`src/rtl/debounce_pkg.sv`:
```
// Shared types and constants for the shared-timer switch debouncer.
package debounce_pkg;

    typedef enum logic [1:0] {
        IDLE  = 2'd0,
        ARM   = 2'd1,
        WAIT  = 2'd2,
        CHECK = 2'd3
    } state_t;

    localparam int unsigned DEFAULT_DELAY_CYCLES = 4;

    function automatic int unsigned clog2(input int unsigned value);
        int unsigned width;
        int unsigned rem;
        width = 0;
        rem   = (value > 0) ? value - 1 : 0;
        while (rem > 0) begin
            width++;
            rem = rem >> 1;
        end
        return width;
    endfunction

endpackage

```
`src/rtl/shared_delay_timer.sv`:
```
// Window timer shared by all debounce channels; Timeout flags the last count.
module shared_delay_timer
    import debounce_pkg::*;
#(
    parameter int unsigned DELAY_CYCLES = DEFAULT_DELAY_CYCLES
) (
    input  logic CLOCK,
    input  logic Reset,
    input  logic Clear,
    output logic Timeout
);

    localparam int unsigned CNT_W = clog2(DELAY_CYCLES);

    logic [CNT_W-1:0] count;

    assign Timeout = (count == CNT_W'(DELAY_CYCLES - 1));

    always_ff @(posedge CLOCK or negedge Reset) begin
        if (!Reset) begin
            count <= '0;
        end else if (Clear || Timeout) begin
            count <= '0;
        end else begin
            count <= count + 1'b1;
        end
    end

endmodule

```
`src/rtl/shared_debounce_scheduler.sv`:
```
// Debounces N_INPUTS switches with one shared timer granted round-robin.
// Optional DEBOUNCE_EARLY_ABORT_EN: release the timer as soon as the granted input bounces back.
module shared_debounce_scheduler
    import debounce_pkg::*;
#(
    parameter int unsigned N_INPUTS     = 4,
    parameter int unsigned DELAY_CYCLES = DEFAULT_DELAY_CYCLES,
    parameter int unsigned IDX_W        = $clog2(N_INPUTS)
) (
    input  logic                CLOCK,
    input  logic                Reset,
    input  logic [N_INPUTS-1:0] RawInputs,
    output logic [N_INPUTS-1:0] DebouncedOutputs,
    output logic [N_INPUTS-1:0] RisePulse,
    output logic [N_INPUTS-1:0] FallPulse,
    output logic                Busy,
    output logic [IDX_W-1:0]    GrantIndex
);

    state_t              state;
    logic [N_INPUTS-1:0] syncMeta;
    logic [N_INPUTS-1:0] syncLevel;
    logic [N_INPUTS-1:0] req;
    logic [IDX_W-1:0]    rrPtr;
    logic [IDX_W-1:0]    nextPtr;
    logic [IDX_W-1:0]    winner;
    logic [IDX_W-1:0]    candidate;
    logic                anyReq;
    logic                timerClear;
    logic                timeout;

    always_ff @(posedge CLOCK or negedge Reset) begin
        if (!Reset) begin
            syncMeta  <= '0;
            syncLevel <= '0;
        end else begin
            syncMeta  <= RawInputs;
            syncLevel <= syncMeta;
        end
    end

    assign req        = syncLevel ^ DebouncedOutputs;
    assign Busy       = (state != IDLE);
    assign timerClear = (state != WAIT);
    assign nextPtr    = (32'(GrantIndex) == N_INPUTS - 1) ? '0 : GrantIndex + 1'b1;

    // First pending request found scanning upward from rrPtr with wrap-around.
    always_comb begin
        winner    = '0;
        anyReq    = 1'b0;
        candidate = '0;
        for (int unsigned k = 0; k < N_INPUTS; k++) begin
            candidate = IDX_W'((32'(rrPtr) + k) % N_INPUTS);
            if (!anyReq && req[candidate]) begin
                anyReq = 1'b1;
                winner = candidate;
            end
        end
    end

    shared_delay_timer #(
        .DELAY_CYCLES(DELAY_CYCLES)
    ) uTimer (
        .CLOCK  (CLOCK),
        .Reset  (Reset),
        .Clear  (timerClear),
        .Timeout(timeout)
    );

    always_ff @(posedge CLOCK or negedge Reset) begin
        if (!Reset) begin
            state            <= IDLE;
            rrPtr            <= '0;
            GrantIndex       <= '0;
            DebouncedOutputs <= '0;
            RisePulse        <= '0;
            FallPulse        <= '0;
        end else begin
            RisePulse <= '0;
            FallPulse <= '0;
            case (state)
                IDLE: begin
                    if (anyReq) begin
                        GrantIndex <= winner;
                        state      <= ARM;
                    end
                end
                ARM: begin
                    state <= WAIT;
                end
                WAIT: begin
`ifdef DEBOUNCE_EARLY_ABORT_EN
                    if (!req[GrantIndex]) begin
                        rrPtr <= nextPtr;
                        state <= IDLE;
                    end else if (timeout) begin
                        state <= CHECK;
                    end
`else
                    if (timeout) begin
                        state <= CHECK;
                    end
`endif
                end
                CHECK: begin
                    // A persisting mismatch means the new level equals the synchronized input.
                    if (req[GrantIndex]) begin
                        DebouncedOutputs[GrantIndex] <= syncLevel[GrantIndex];
                        if (syncLevel[GrantIndex]) begin
                            RisePulse[GrantIndex] <= 1'b1;
                        end else begin
                            FallPulse[GrantIndex] <= 1'b1;
                        end
                    end
                    rrPtr <= nextPtr;
                    state <= IDLE;
                end
            endcase
        end
    end

endmodule
```
`config.mk`:
```
export PLATFORM = sky130hd
export DESIGN_NAME = shared_debounce_scheduler
export DESIGN_NICKNAME = d
export VERILOG_FILES = /design/src/rtl/debounce_pkg.sv /design/src/rtl/shared_delay_timer.sv /design/src/rtl/shared_debounce_scheduler.sv
export SDC_FILE = /design/constraint.sdc
export NUM_CORES = 1
export LEC_CHECK = 0
export ABC_AREA = 0
export BUFFER_PORTS_ARGS = -buffer_cell sky130_fd_sc_hd__buf_2
export CAP_MARGIN = 0
export CORE_MARGIN = 8
export CORE_UTILIZATION = 54
export CTS_CLUSTER_SIZE = 24
export DETAILED_ROUTE_END_ITERATION = 10
export PLACE_DENSITY_LB_ADDON = 0.08
export SLEW_MARGIN = 20
export SYNTH_ARGS = -nofsm -noshare
export SYNTH_HDL_FRONTEND = slang
export SYNTH_SLANG_ARGS = --single-unit
```
`constraint.sdc`:
```
create_clock -name CLOCK -period 2.2 [get_ports CLOCK]
set_input_delay 0.11 -clock CLOCK [delete_from_list [all_inputs] [get_ports CLOCK]]
set_output_delay 0.11 -clock CLOCK [all_outputs]
set_load 0.02 [all_outputs]
```
==> impl_metrics.yaml <==
clock_network:
  post_cts_resize_count: 0
  clk_pin_slew_worst_paths_ns: 0.15
  cts_root_buf: "clkbuf_4"
  cts-buffers-inserted: 3
  cts_tree: "yes"
  tritoncts_num_sinks: 28
  cts-htree-levels: 1
  bufs_on_longest_clock_path: 2
  clock_insertion_delay_worst_skew_ns: 0.32
pwr:
  net-switching-power_uw: 799.2
  power_frac_clock_pct: 16.3
  power.combinational.fraction_pct: 44.6
  switching_share_pct: 39.43
  ir_drop_v: 0.0009751
  internal_power_uw: 1228
  p_seq_share_pct: 39.1
  cellPowerDensity_nw_per_um2: 1331
  leakage_uw: 0.0007572
detailed_routing:
  drt_first_iter_violations: 13
  detail_route.drc_violations: 0
  detail_route.vias_per_cell: 5.391
  routed_wl_um: 2411
  first_pass_iteration_count_of_the_detailed_router: 4
  routed_wire_length_per_instance_um: 15.97
  postRouteAntennaNets: 0
  routed-via-count: 814
critical_path:
  critical_path.endpoint_type: "register"
  startpoint_type: "register"
  critical_path_required_ns: 2.43
  cp_arrival_ns: 1.98
  timing.setup.critical_path_class: "reg -> reg"
  worst-path-max-fanout: 7
synthesis:
  synth-xor-area-share_pct: 4.563
  yosysUniqueCellTypes: 31
  synth.cell_area_um2: 1289
  largest_family_of_logic_cells_by_synthesized_area: "simple AND/OR/NAND/NOR gates"
  seq_area_frac_synth_pct: 54.37
  synth_fa_ha_area_share_pct: 7.767
  synth-seq-cells: 28
  syn_inst: 95
  postSynthNetCount: 109
  synth_compound_gate_area_share_pct: 8.932
  simple_gate_fraction_of_synth_area_pct: 14.17
  muxShareOfSynthArea_pct: 8.155
  post_synth.cell_area_avg_um2: 13.57
  yosys_warnings: 0
floorplanning:
  die_h_um: 64.85
  floorplan.io_pins: 21
  fp.dieW_um: 64.85
  die_area_um2: 4206
  placement_rows: 17
  core_um2: 2233
  initial_utilization_pct: 57.70
sta:
  timing.fmax_mhz: 571.0
  grt_setup_unrepaired: "false"
  tightestPinTransition_ns: 0.6545
  timing.clock.skew_ns: 0.006241
  final_hold_viols: 0
  report.final.slew_viol_count: 0
  final.setup.tns_ns: 0
  max-slew-margin-rel_pct: 55.80
  post_layout_min_period_ns: 1.751
  report.final.setup_viol: 0
  post-route-period-util_pct: 79.60
final_layout:
  post_synthesis_to_final_layout_area_growth_pct: 18.16
  ff_latch_area_um2: 700.7
  n_antenna_cell: 0
  fill_cells: 177
  layout_nets: 138
  stdcell_count: 151
  drive_gt1_share_pct: 30.89
  multiInputGateArea_um2: 561.8
global_route:
  gr-total-overflow: 0
  grt_max_degree: 29
  grtUsageTotal_pct: 12.04
  grt_pass1_wl_um: 3967
  grt_antenna_before_repair: 0
  vias_in_the_first_global_route: 886
job:
  max_cap_viols: 0
placed_design:
  gp_routability_congestion: 0.7965
  place_inst: 142
  port_buffers: 20
  hpwl_um: 1803
run_status:
  outcome: "finished clean"
worst_hold_path:
  type_of_the_tightest_min_delay_check: "in -> async"
[cells in the mapped netlist]
cell / instances / area share (%)
a211oi_1: 2 / 1.2
a21oi_1: 2 / 0.78
a2bb2oi_1: 1 / 0.68
and2_1: 5 / 2.4
and3b_1: 4 / 2.7
clkbuf_1: 1 / 0.29
dfrtp_1: 28 / 54
ha_1: 8 / 7.8
inv_1: 6 / 1.7
mux2_1: 1 / 0.87
mux2_2: 2 / 1.7
mux2_4: 3 / 3.5
mux4_1: 1 / 2.0
nand2_1: 4 / 1.2
nor2_1: 3 / 0.87
nor2b_1: 2 / 0.97
nor3b_2: 4 / 3.9
nor4_1: 1 / 0.49
o21ai_0: 1 / 0.39
o221ai_2: 1 / 1.2
o22a_1: 1 / 0.68
o22ai_1: 1 / 0.49
o22ai_2: 1 / 0.97
o31ai_1: 1 / 0.58
o32ai_1: 2 / 1.4
o41ai_1: 1 / 0.68
or2_2: 1 / 0.49
or2b_1: 2 / 1.2
xnor2_1: 1 / 0.68
xor2_1: 2 / 1.4
xor2_2: 2 / 2.5
[stage by stage]
stage | total power [uW] | hold WS [ns] | setup slack, ns | utilization [%] | area [um^2]
2_1_floorplan | 1447 | -0.1856 | 0.4706 | - | 1289
3_3_place_gp | 1669 | 0.1395 | 0.4761 | 63.59 | 1420
3_5_place_dp | 1708 | 0.1599 | 0.4666 | 63.59 | 1420
4_1_cts | 2050 | 0.3261 | 0.4410 | 68.18 | 1523
5_1_grt | 2161 | 0.3784 | 0.3120 | 68.18 | 1523
6_report | 2027 | 0.3061 | 0.4488 | 68.18 | 1523
[cells in the final DEF, fill, tap and decap left out, drive strengths merged]
cell / netlist / layout
ha: 8 / 8
o32ai: 2 / 2
dfrtp: 28 / 28
a2bb2oi: 1 / 1
nor2b: 2 / 2
o21ai: 1 / 1
buf: 0 / 20
nor3b: 4 / 4
mux4: 1 / 1
o221ai: 1 / 1
or2: 1 / 1
o22ai: 2 / 2
and2: 5 / 5
a21oi: 2 / 2
or2b: 2 / 2
nand2: 4 / 4
and3b: 4 / 4
nor4: 1 / 1
bufinv: 0 / 1
o41ai: 1 / 1
xnor2: 1 / 1
inv: 6 / 6
dlygate4sd3: 0 / 5
xor2: 4 / 4
mux2: 6 / 6
a211oi: 2 / 2
o31ai: 1 / 1
clkbuf: 1 / 3
nor2: 3 / 3
o22a: 1 / 1
[path summary, 6_finish.rpt]
path | startpoint | to | slack [ns] | cells past startpoint
max | DebouncedOutputs[0]$_DFFE_PN0P_ | DebouncedOutputs[3]$_DFFE_PN0P_ | 0.45 | 4
min | Reset | RisePulse[3]$_DFF_PN0_ | 0.31 | 2
max reg2reg | DebouncedOutputs[0]$_DFFE_PN0P_ | DebouncedOutputs[3]$_DFFE_PN0P_ | 0.45 | 4
min reg2reg | syncMeta[1]$_DFF_PN0_ | syncLevel[1]$_DFF_PN0_ | 0.37 | 0
max in group asynchronous | Reset | uTimer.count[0]$_DFF_PN0_ | 1.50 | 2
min in group CLOCK | syncMeta[1]$_DFF_PN0_ | syncLevel[1]$_DFF_PN0_ | 0.37 | 0
[registers in the layout, summed over array words and instances, names as in the netlist]
signal            count
syncMeta              4
syncLevel             4
uTimer.count          2
state                 2
RisePulse             4
rrPtr                 2
GrantIndex            2
FallPulse             4
DebouncedOutputs      4
[metal layers]
| layer | up-vias | wire length, um | GRT usage [%] | share of wire [%] |
|---|---|---|---|---|
| li1 | 388 | - | - | - |
| met1 | 400 | 1026 | 13.38 | 43 |
| met2 | 24 | 1257 | 22.11 | 52 |
| met3 | 2 | 111 | 3.093 | 4.6 |
| met4 | 0 | 16 | 3.270 | 0.66 |
| met5 | - | 0 | 0 | 0 |
[layout make-up]
type                       instances  share of cell area (%)
sequential                        28                   46.01
multi-input combinational         60                   36.89
timing repair buffer              25                   9.860
tap                               28                   2.301
clock inverter                     1                   1.972
clock buffer                       3                   1.479
inverter                           6                   1.479
[power by group through the flow]
stage | Sequential [uW] | Combinational (uW) | Clock [uW]
6_report | 792 | 904 | 330
5_1_grt | 818 | 991 | 352
4_1_cts | 793 | 915 | 342
3_5_place_dp | 804 | 905 | 0
3_3_place_gp | 798 | 871 | 0
2_1_floorplan | 853 | 594 | 0
[cells by family (layout without fill, tap and decap cells)]
| family | Yosys count | in the layout |
|---|---|---|
| AOI/OAI and AO/OA | 14 | 14 |
| DFF | 28 | 28 |
| and+or+nand+nor | 26 | 26 |
| buffers and inverters | 7 | 35 |
| adders and majority gates | 8 | 8 |
| muxes | 7 | 7 |
| xor gates and xnor gates | 5 | 5 |
[worst max-delay path, cell delays in order (launching register included)]
cell,delay [ns]
dfrtp_1,0.45
xor2_2,0.34
o221ai_2,0.26
nor3b_2,0.28
mux2_4,0.32
[repair_timing]
action	in CTS	in global routing
hold buffers	5	0
endpoints found under the hold margin	32	0
setup endpoints to repair	0	0
buffers inserted	0	0
No activity file was read; power rests on OpenSTA's default activity.
